### config.mk
export PLATFORM = sky130hd
export DESIGN_NAME = stopwatch_core_flat
export DESIGN_NICKNAME = d
export VERILOG_FILES = /design/src/rtl/stopwatch_core_pkg.sv /design/src/rtl/stopwatch_core_if.sv /design/src/rtl/stopwatch_core_cs_tick_gen.sv /design/src/rtl/stopwatch_core.sv /design/src/flat_wrapper.sv
export SDC_FILE = /design/constraint.sdc
export NUM_CORES = 1
export LEC_CHECK = 0
export CAP_MARGIN = 15
export CORE_MARGIN = 4
export CORE_UTILIZATION = 40
export DETAILED_ROUTE_END_ITERATION = 10
export PLACE_DENSITY_LB_ADDON = 0.15
export SYNTH_ARGS = -nofsm -noshare
export SYNTH_HDL_FRONTEND = slang
export SYNTH_SLANG_ARGS = --single-unit
### constraint.sdc
create_clock -name mclk -period 3.9 [get_ports mclk]
set_clock_uncertainty 0.1 [all_clocks]
set_input_delay 0.78 -clock mclk [delete_from_list [all_inputs] [get_ports mclk]]
set_output_delay 0.78 -clock mclk [all_outputs]
set_load 0.005 [all_outputs]
### src/rtl/stopwatch_core_pkg.sv
// rtl/stopwatch_core_pkg.sv - shared states, BCD widths, limits and time constants for stopwatch_core
package stopwatch_core_pkg;

    typedef enum logic [1:0] {
        ST_IDLE  = 2'd0,
        ST_RUN   = 2'd1,
        ST_PAUSE = 2'd2,
        ST_LAP   = 2'd3
    } sw_state_t;

    localparam int DIGIT_W    = 4;
    localparam int TIME_W     = 24;
    localparam int NUM_DIGITS = TIME_W / DIGIT_W;

    localparam logic [DIGIT_W-1:0] DIGIT_MAX_TENS  = 4'd5;
    localparam logic [DIGIT_W-1:0] DIGIT_MAX_UNITS = 4'd9;

    localparam logic [TIME_W-1:0] TIME_ZERO = 24'h000000;
    localparam logic [TIME_W-1:0] TIME_MAX  = 24'h595999;

    // Nibble 0 is hundredths; nibbles 3 (sec10) and 5 (min10) wrap at 5.
    function automatic logic [TIME_W-1:0] bcd_time_inc(input logic [TIME_W-1:0] t);
        logic [TIME_W-1:0]  r;
        logic               carry;
        logic [DIGIT_W-1:0] lim;
        logic [DIGIT_W-1:0] d;
        r     = t;
        carry = 1'b1;
        for (int i = 0; i < NUM_DIGITS; i++) begin
            lim = (i == 3 || i == 5) ? DIGIT_MAX_TENS : DIGIT_MAX_UNITS;
            d   = r[i*DIGIT_W +: DIGIT_W];
            if (carry) begin
                if (d >= lim) begin
                    r[i*DIGIT_W +: DIGIT_W] = '0;
                end else begin
                    r[i*DIGIT_W +: DIGIT_W] = d + 1'b1;
                    carry = 1'b0;
                end
            end
        end
        return r;
    endfunction

endpackage

### src/rtl/stopwatch_core_if.sv
// rtl/stopwatch_core_if.sv - control pulses and display outputs of stopwatch_core
interface stopwatch_core_if;
    import stopwatch_core_pkg::*;

    logic              start_stop;
    logic              lap;
    logic              clear;
    logic [TIME_W-1:0] disp_time;
    logic              running;
    logic              lap_held;
    logic              overflow;

    modport master (
        output start_stop, lap, clear,
        input  disp_time, running, lap_held, overflow
    );

    modport slave (
        input  start_stop, lap, clear,
        output disp_time, running, lap_held, overflow
    );
endinterface

### src/rtl/stopwatch_core_cs_tick_gen.sv
// rtl/stopwatch_core_cs_tick_gen.sv - hundredth-second prescaler emitting a one-cycle tick
module cs_tick_gen #(
    parameter int TICKS_PER_CS = 500000
) (
    input  logic mclk,
    input  logic rst,
    input  logic en,
    input  logic zero,
    output logic tick
);
    localparam int CW = (TICKS_PER_CS > 1) ? $clog2(TICKS_PER_CS) : 1;
    localparam logic [CW-1:0] TERM = CW'(TICKS_PER_CS - 1);

    logic [CW-1:0] cnt;

    // Disabled counting holds the phase so a paused run resumes mid-interval.
    always_ff @(posedge mclk) begin
        if (rst || zero) begin
            cnt <= '0;
        end else if (en) begin
            cnt <= (cnt == TERM) ? '0 : cnt + 1'b1;
        end
    end

    assign tick = en && (cnt == TERM);
endmodule

### src/rtl/stopwatch_core.sv
// rtl/stopwatch_core.sv - stopwatch FSM, BCD count and display; LAP split enabled by STOPWATCH_LAP_EN
module stopwatch_core
    import stopwatch_core_pkg::*;
#(
    parameter int TICKS_PER_CS = 500000
) (
    input  logic             mclk,
    input  logic             rst,
    stopwatch_core_if.slave  sw
);
    sw_state_t         state;
    sw_state_t         state_nxt;
    logic [TIME_W-1:0] count;
    logic              overflow_q;
    logic              cs_tick;
    logic              tick_en;
    logic              tick_zero;
    logic              at_max;
    logic              sat_tick;
    logic              clear_hit;

    assign tick_en   = (state == ST_RUN) || (state == ST_LAP);
    assign tick_zero = (state == ST_IDLE);
    assign at_max    = (count == TIME_MAX);
    assign sat_tick  = cs_tick && at_max;
    assign clear_hit = (state == ST_PAUSE) && sw.clear;

    cs_tick_gen #(
        .TICKS_PER_CS(TICKS_PER_CS)
    ) u_tick (
        .mclk (mclk),
        .rst  (rst),
        .en   (tick_en),
        .zero (tick_zero),
        .tick (cs_tick)
    );

    always_ff @(posedge mclk) begin
        if (rst) begin
            state <= ST_IDLE;
        end else begin
            state <= state_nxt;
        end
    end

    // Saturation forces PAUSE ahead of any pulse arriving in the same cycle.
    always_comb begin
        state_nxt = state;
        case (state)
            ST_IDLE: begin
                if (sw.start_stop) state_nxt = ST_RUN;
            end
            ST_RUN: begin
                if (sat_tick || sw.start_stop) state_nxt = ST_PAUSE;
`ifdef STOPWATCH_LAP_EN
                else if (sw.lap)               state_nxt = ST_LAP;
`endif
            end
            ST_PAUSE: begin
                if (sw.clear)                        state_nxt = ST_IDLE;
                else if (sw.start_stop && !overflow_q) state_nxt = ST_RUN;
            end
`ifdef STOPWATCH_LAP_EN
            ST_LAP: begin
                if (sat_tick || sw.start_stop) state_nxt = ST_PAUSE;
                else if (sw.lap)               state_nxt = ST_RUN;
            end
`endif
            default: state_nxt = ST_IDLE;
        endcase
    end

    always_ff @(posedge mclk) begin
        if (rst || clear_hit) begin
            count      <= TIME_ZERO;
            overflow_q <= 1'b0;
        end else if (cs_tick) begin
            if (at_max) begin
                overflow_q <= 1'b1;
            end else begin
                count <= bcd_time_inc(count);
            end
        end
    end

`ifdef STOPWATCH_LAP_EN
    logic [TIME_W-1:0] snapshot;

    always_ff @(posedge mclk) begin
        if (rst || clear_hit) begin
            snapshot <= TIME_ZERO;
        end else if (state == ST_RUN && state_nxt == ST_LAP) begin
            snapshot <= count;
        end
    end
`else
    logic lap_unused;
    assign lap_unused = sw.lap;
`endif

    always_comb begin
        sw.running   = tick_en;
        sw.lap_held  = 1'b0;
        sw.disp_time = count;
        sw.overflow  = overflow_q;
`ifdef STOPWATCH_LAP_EN
        if (state == ST_LAP) begin
            sw.lap_held  = 1'b1;
            sw.disp_time = snapshot;
        end
`endif
    end
endmodule

### src/flat_wrapper.sv
// flat-port wrapper written by rule: the top's interface ports become plain ports
module stopwatch_core_flat import stopwatch_core_pkg::*;
#(
    parameter int TICKS_PER_CS = 500000
)
  (mclk, rst, sw_start_stop, sw_lap, sw_clear, sw_disp_time, sw_running, sw_lap_held, sw_overflow);
  stopwatch_core_if sw_i ();
  input  logic mclk;
  input  logic rst;
  input wire logic [$bits(sw_i.start_stop)-1:0] sw_start_stop;
  input wire logic [$bits(sw_i.lap)-1:0] sw_lap;
  input wire logic [$bits(sw_i.clear)-1:0] sw_clear;
  output wire logic [$bits(sw_i.disp_time)-1:0] sw_disp_time;
  output wire logic [$bits(sw_i.running)-1:0] sw_running;
  output wire logic [$bits(sw_i.lap_held)-1:0] sw_lap_held;
  output wire logic [$bits(sw_i.overflow)-1:0] sw_overflow;
  assign sw_i.start_stop = sw_start_stop;
  assign sw_i.lap = sw_lap;
  assign sw_i.clear = sw_clear;
  assign sw_disp_time = sw_i.disp_time;
  assign sw_running = sw_i.running;
  assign sw_lap_held = sw_i.lap_held;
  assign sw_overflow = sw_i.overflow;
  stopwatch_core #(.TICKS_PER_CS(TICKS_PER_CS)) u_core (.mclk(mclk), .rst(rst), .sw(sw_i));
endmodule
Yosys cells after proc, flatten, opt, wreduce, memory -nomap -nowiden
Cells that the tools add are included.
{"block": "totals", "ff_bits": 46, "latchBits": 0, "mem_bits_rw": 0, "mem_bits_ro": 0, "inputBits": 5, "output_inout_bits": 27, "wordCells": 85, "n_memories": 0}
{"block": "op_classes", "n_addsub": 7, "n_mul": 0, "div": 0, "order_cmp": 6, "n_eq_ne": 8, "shifts": 0, "mux": 36, "n_bitwise": 1, "reduce_logical": 18}
{"op": "$add 4x1->4 const B", "n": 6}
{"op": "$eq 24x23->1 const B", "n": 1}
{"op": "$mux 1", "n": 24}
{"op": "$mux 4", "n": 6}
{"op": "$add 19x1->19 const B", "n": 1}
{"op": "$eq 19x19->1 const B", "n": 1}
{"op": "$mux 19", "n": 1}
{"op": "$reduce_and 3->1", "n": 6}
{"op": "$ge 4x4->1 const B", "n": 4}
{"op": "$ge 4x3->1 const B", "n": 2}
{"op": "$mux 2", "n": 4}
{"op": "$pmux 2 s3", "n": 1}
{"op": "$eq 2x2->1 const B", "n": 2}
{"op": "$logic_and 1x1->1", "n": 4}
{"op": "$logic_or 1x1->1", "n": 4}
{"op": "$ne 2x2->1 const B", "n": 2}
{"op": "$reduce_and 2->1", "n": 2}
{"op": "$ne 3x3->1 const B", "n": 1}
{"op": "$eq 2x1->1 const B", "n": 1}
{"op": "$logic_not 2->1", "n": 1}
{"op": "$logic_not 1->1", "n": 1}
{"op": "$not 1->1", "n": 1}

Logic depth before layout (Yosys ltp)
{"block": "logic_depth", "word_depth": 22, "ltp_mapped": 8, "ltp_nobuf": 7}

Cells and area by module
A second synthesis with hierarchy kept.
{"block": "unflattened", "hier_cells": 303, "hier_area_um2": 2590.0}
{"module": "stopwatch_core", "n_inst": 1, "cells_per_inst": 200, "area_per_inst_um2": 1672.9, "seq_area_each_um2": 540.5}
{"module": "cs_tick_gen", "n_inst": 1, "cells_per_inst": 103, "area_per_inst_um2": 917.1, "seq_area_each_um2": 380.4}

Least setup slack after synthesis
Ideal clock, no wire load.
{"block": "synth_timing", "kind": "reg-to-reg", "start": "register u_core.count[4], in the netlist u_core.sw.disp_time[4]", "end": "register u_core.count[16], in the netlist u_core.sw.disp_time[16]", "setup_ns": 0.070, "arrival_ns": 1.920, "required_time_ns": 3.730, "slack_ns": 1.809, "stages_incl_launch_ff": 8, "path_buffers": 0, "synth_period_minus_slack_ns": 2.091, "cell_sequence": "dfxtp_1 > inv_1 > ha_1 > nor3b_1 > nor4_2 > nand2_1 > or4_1 > a21oi_1"}
{"block": "synth_between", "elab_chain_cells": 15, "word_cells_on_any_way": 17, "classes_between": "order compare: 1; eq/ne: 1; mux: 13; bitwise: 1; reduce/logical: 1"}
{"item": "from (decl)", "line_no": "stopwatch_core.sv:13", "rtl": "logic [TIME_W-1:0] count;"}
{"item": "from (signal assigned)", "line_no": "stopwatch_core.sv:81", "rtl": "count <= bcd_time_inc(count);"}
{"item": "$ge 4x4->1", "line_no": "stopwatch_core_pkg.sv:33", "rtl": "if (d >= lim) begin"}
{"item": "$mux 1", "line_no": "stopwatch_core_pkg.sv:33"}
{"item": "$mux 1", "line_no": "stopwatch_core_pkg.sv:32", "rtl": "if (carry) begin"}
{"item": "$mux 1", "line_no": "stopwatch_core.sv:78", "rtl": "if (at_max) begin"}
{"item": "$mux 1", "line_no": "stopwatch_core.sv:77", "rtl": "end else if (cs_tick) begin"}
{"item": "$mux 1", "line_no": "stopwatch_core.sv:74", "rtl": "if (rst || clear_hit) begin"}
{"item": "$mux 1", "line_no": "stopwatch_core_pkg.sv:32"}
{"item": "$mux 1", "line_no": "stopwatch_core.sv:78"}
{"item": "$mux 1", "line_no": "stopwatch_core.sv:77"}
{"item": "$mux 1", "line_no": "stopwatch_core.sv:74"}
{"item": "$mux 1", "line_no": "stopwatch_core_pkg.sv:32"}
{"item": "$mux 1", "line_no": "stopwatch_core.sv:78"}
{"item": "$mux 1", "line_no": "stopwatch_core.sv:77"}
{"item": "$mux 1", "line_no": "stopwatch_core.sv:74"}
{"item": "$reduce_and 3->1 (no source line) (*)"}
Mark *: on every way between the ends. The rest lies on a longest branch, timed or not. The select of a mux whose other input is x is not followed.
A chain may end at the register's enable or synchronous reset.

Worst setup path in the final report
{"block": "layout_timing", "start": "register u_core.state[0]", "end": "register u_core.count[3], in the netlist u_core.sw.disp_time[3]"}
{"block": "layout_between", "elab_chain_cells": 4, "word_cells_on_any_way": 8, "classes_between": "eq/ne: 3; reduce/logical: 5"}
{"item": "from (decl)", "line_no": "stopwatch_core.sv:11", "rtl": "sw_state_t state;"}
{"item": "from (signal assigned)", "line_no": "stopwatch_core.sv:42", "rtl": "state <= state_nxt;"}
{"item": "$eq 2x1->1 / $eq 2x2->1 (equally long branches)", "line_no": "stopwatch_core.sv:22", "rtl": "assign tick_en = (state == ST_RUN) || (state == ST_LAP);"}
{"item": "$logic_or 1x1->1", "line_no": "stopwatch_core.sv:22"}
{"item": "$logic_and 1x1->1", "line_no": "stopwatch_core_cs_tick_gen.sv:25", "rtl": "assign tick = en && (cnt == TERM);"}
{"item": "$reduce_and 2->1 (no source line)"}
Several ways; a longest one is shown, not always the timed one.

==> impl_metrics.py <==
metrics = {
    "floorplan": {
        "core_um2": 6390,
        "die_x_um": 89.2,
        "rows": 29,
        "initial_core_util_pct": 41.3,
        "ios": 32,
        "die_h_um": 89.2,
        "dieArea_um2": 7950,
    },
    "status": {
        "status": "finished, final reports clean",
    },
    "yosys": {
        "syn-cell-area_um2": 2640,
        "yosysUniqueCellTypes": 52,
        "avgSynthCellArea_um2": 8.47,
        "synth_top_family_by_area": "simple AND/OR/NAND/NOR gates",
        "synth_xor_area_share_pct": 4.32,
        "synth_fp_nets": 335,
        "async_flop_share_pct": 0,
        "ys_ff_latch": 46,
        "synthAdderAreaFrac_pct": 9.02,
        "yosys.area_share.simple_pct": 30.0,
        "yosys_warnings": 0,
        "syn_inst": 311,
        "synth_edf_count": 0,
        "yosysSeqAreaShare_pct": 34.9,
        "synth_compound_area_share_pct": 14.2,
        "muxShareOfSynthArea_pct": 2.28,
        "synth_flop_cell": "dfxtp_1",
    },
    "timing": {
        "hold_viol": 0,
        "fin_crit_sh_pct": 64.3,
        "min_period_ns": 2.51,
        "setup_tns_ns": 0,
        "final-setup-viol-count": 0,
        "setup_slack_ns": 1.39,
        "tightest_slew_ns": 0.711,
        "drv_slew": 0,
        "rsz0062_at_grt": "no",
        "relSlewSlack_pct": 52.6,
        "fmax_mhz": 399,
        "holdWs_ns": 0.399,
    },
    "worst_setup_path": {
        "crit_chain": "and3_1, nor2b_1, o2111a_1, a41oi_1, a211oi_1",
        "slowest_stage": "o2111a_1",
        "path_max_fanout": 16,
        "arrival_ns": 2.63,
        "critPathMaxStageDelay_ns": 0.69,
        "startpoint_type": "register",
        "crit_required_ns": 4.02,
        "crit_buf_inv": 0,
        "crit_type": "reg2reg",
        "crit_path_end_kind": "register",
        "critPathTopFamily": "compound AO/OA/AOI/OAI gates",
    },
    "grt": {
        "grt_pass1_wl_um": 9650,
        "grt_usage_pct": 15.0,
        "grt_pass1_vias": 2049,
        "antenna_found_initial": 0,
        "grt_overflow": 0,
        "grt_max_degree": 21,
    },
    "pwr": {
        "p_leak_nw": 0.983,
        "power-per-cell-area_nw_per_um2": 281,
        "ir_drop_uv": 153,
    },
    "drt": {
        "drt-wirelength-per-cell_um": 13.9,
        "drc": 0,
        "drtIter0Drc": 106,
        "dr.max_layer_used": "met4",
        "wl_met3_um": 196,
        "ant_nets": 0,
        "vias_per_cell": 5.47,
        "m1WireLength_um": 2790,
        "num_vias": 2255,
        "drtPass1Iterations": 4,
        "wl_met2_um": 2710,
        "routed_wl_um": 5730,
    },
    "clock_network": {
        "postCtsHoldBufs": 0,
        "post_cts_buffers": 0,
        "clk_path_buf_depth": 2,
        "root_buffer": "clkbuf_8",
        "cts_made_buffers": 5,
        "ctsHtreeMaxLevel": 2,
        "cts_tree": "built",
        "clkTransAtPathRegs_ns": 0.09,
        "post_cts_resized": 0,
        "clk_latency_ns": 0.30,
        "numClockSinks": 46,
    },
    "finish": {
        "final_nets": 359,
        "drive_above_1_share_pct": 5.07,
        "mostFrequentLayoutCell": "dfxtp_1",
        "n_fill_cell": 630,
        "layout_common_cells": "dfxtp_1, nor2_1, clkdlybuf4s50_1",
        "area_growth_pct": 16.8,
        "diodes": 0,
    },
    "run": {
        "cap_violations": 0,
    },
    "place": {
        "numPortBuffers": 29,
        "post-place-ws_ns": 1.41,
        "gp_congestion": 0.764,
        "dpl.hpwl_um": 4100,
    },
    "worst_hold_path": {
        "hold_path_class": "reg2reg",
    },
}
metrics by stage:
step / instances / cell area (um2) / power [mW] / util (%)
floorplan: 311 / 2640 / 0.502 / -
global placement: 405 / 2970 / 0.510 / 46.4
detailed placement: 405 / 2970 / 0.510 / 46.4
CTS: 412 / 3080 / 0.877 / 48.2
global route: 412 / 3080 / 0.895 / 48.2
finish: 412 / 3080 / 0.864 / 48.2
cells in the mapped netlist, types with 3 or more instances:
library cell	count	area [um2]
a21oi_1	20	100
and3_1	4	25.0
and4_1	3	26.3
buf_2	3	15.0
buf_4	3	22.5
clkbuf_1	7	26.3
dfxtp_1	46	921
ha_1	19	238
inv_1	19	71.3
mux2i_1	6	60.1
nand2_1	17	63.8
nand2b_1	7	43.8
nand3_1	13	65.1
nand4_1	13	81.3
nor2_1	33	124
nor2b_1	5	31.3
nor3_1	7	35.0
nor3b_1	6	45.0
nor4b_1	3	26.3
o21ai_0	16	80.1
o31ai_1	4	30.0
or3_1	6	37.5
or4_1	4	30.0
xnor2_1	9	78.8
xor2_1	4	35.0
final cells by class:
type,count,area [um2],area share (%)
clock inverters,1,30.0,0.976
multi-input cells,233,1580,51.3
repair buffers,30,298,9.67
well taps,77,96.3,3.13
flip-flops and latches,46,921,29.9
clock buffers,6,82.6,2.68
inverters,19,71.3,2.32
cell families after synthesis:
kind of cell	count (synthesis)
xor gates and xnor gates	13
other	1
adders and majority gates	19
DFF	46
and+or+nand+nor	136
AOI/OAI and AO/OA	58
muxes	6
buffers and inverters	32
path summary, 6_finish.rpt:
path / startpoint / to / slack (ns) / cells after the start
worst max-delay path: u_core.state[0]$_SDFFE_PP0P_ / u_core.sw.disp_time[3]$_SDFFE_PP0P_ / 1.39 / 5
worst min-delay path: u_core.u_tick.cnt[18]$_SDFFE_PP0N_ / u_core.u_tick.cnt[18]$_SDFFE_PP0N_ / 0.40 / 2
worst max register to register: u_core.state[0]$_SDFFE_PP0P_ / u_core.sw.disp_time[3]$_SDFFE_PP0P_ / 1.39 / 5
worst min register to register: u_core.u_tick.cnt[18]$_SDFFE_PP0N_ / u_core.u_tick.cnt[18]$_SDFFE_PP0N_ / 0.40 / 2
metal layers:
metal,up-vias,GRT usage [%]
met5,-,0
met4,0,4.06
met3,2,2.49
met2,31,24.4
met1,1059,20.6
li1,1163,-
worst register-to-register path, stage by stage, from the launching register on:
cell and delay [ns]:
dfxtp_1 0.53, and3_1 0.30, nor2b_1 0.39, o2111a_1 0.69
a41oi_1 0.19, a211oi_1 0.22
state kept, by name (all words and copies together), names as in the netlist:
name	cells
u_core.u_tick.cnt	19
u_core.sw.overflow	1
u_core.sw.disp_time	24
u_core.state	2
power by group:
group	internal, mW	leakage, nW	switching (mW)
Sequential	0.471	0.371	0.00293
Clock	0.205	0.0573	0.161
Combinational	0.00973	0.555	0.0147
Total	0.686	0.983	0.178
Power figures use the tool's default switching activity.
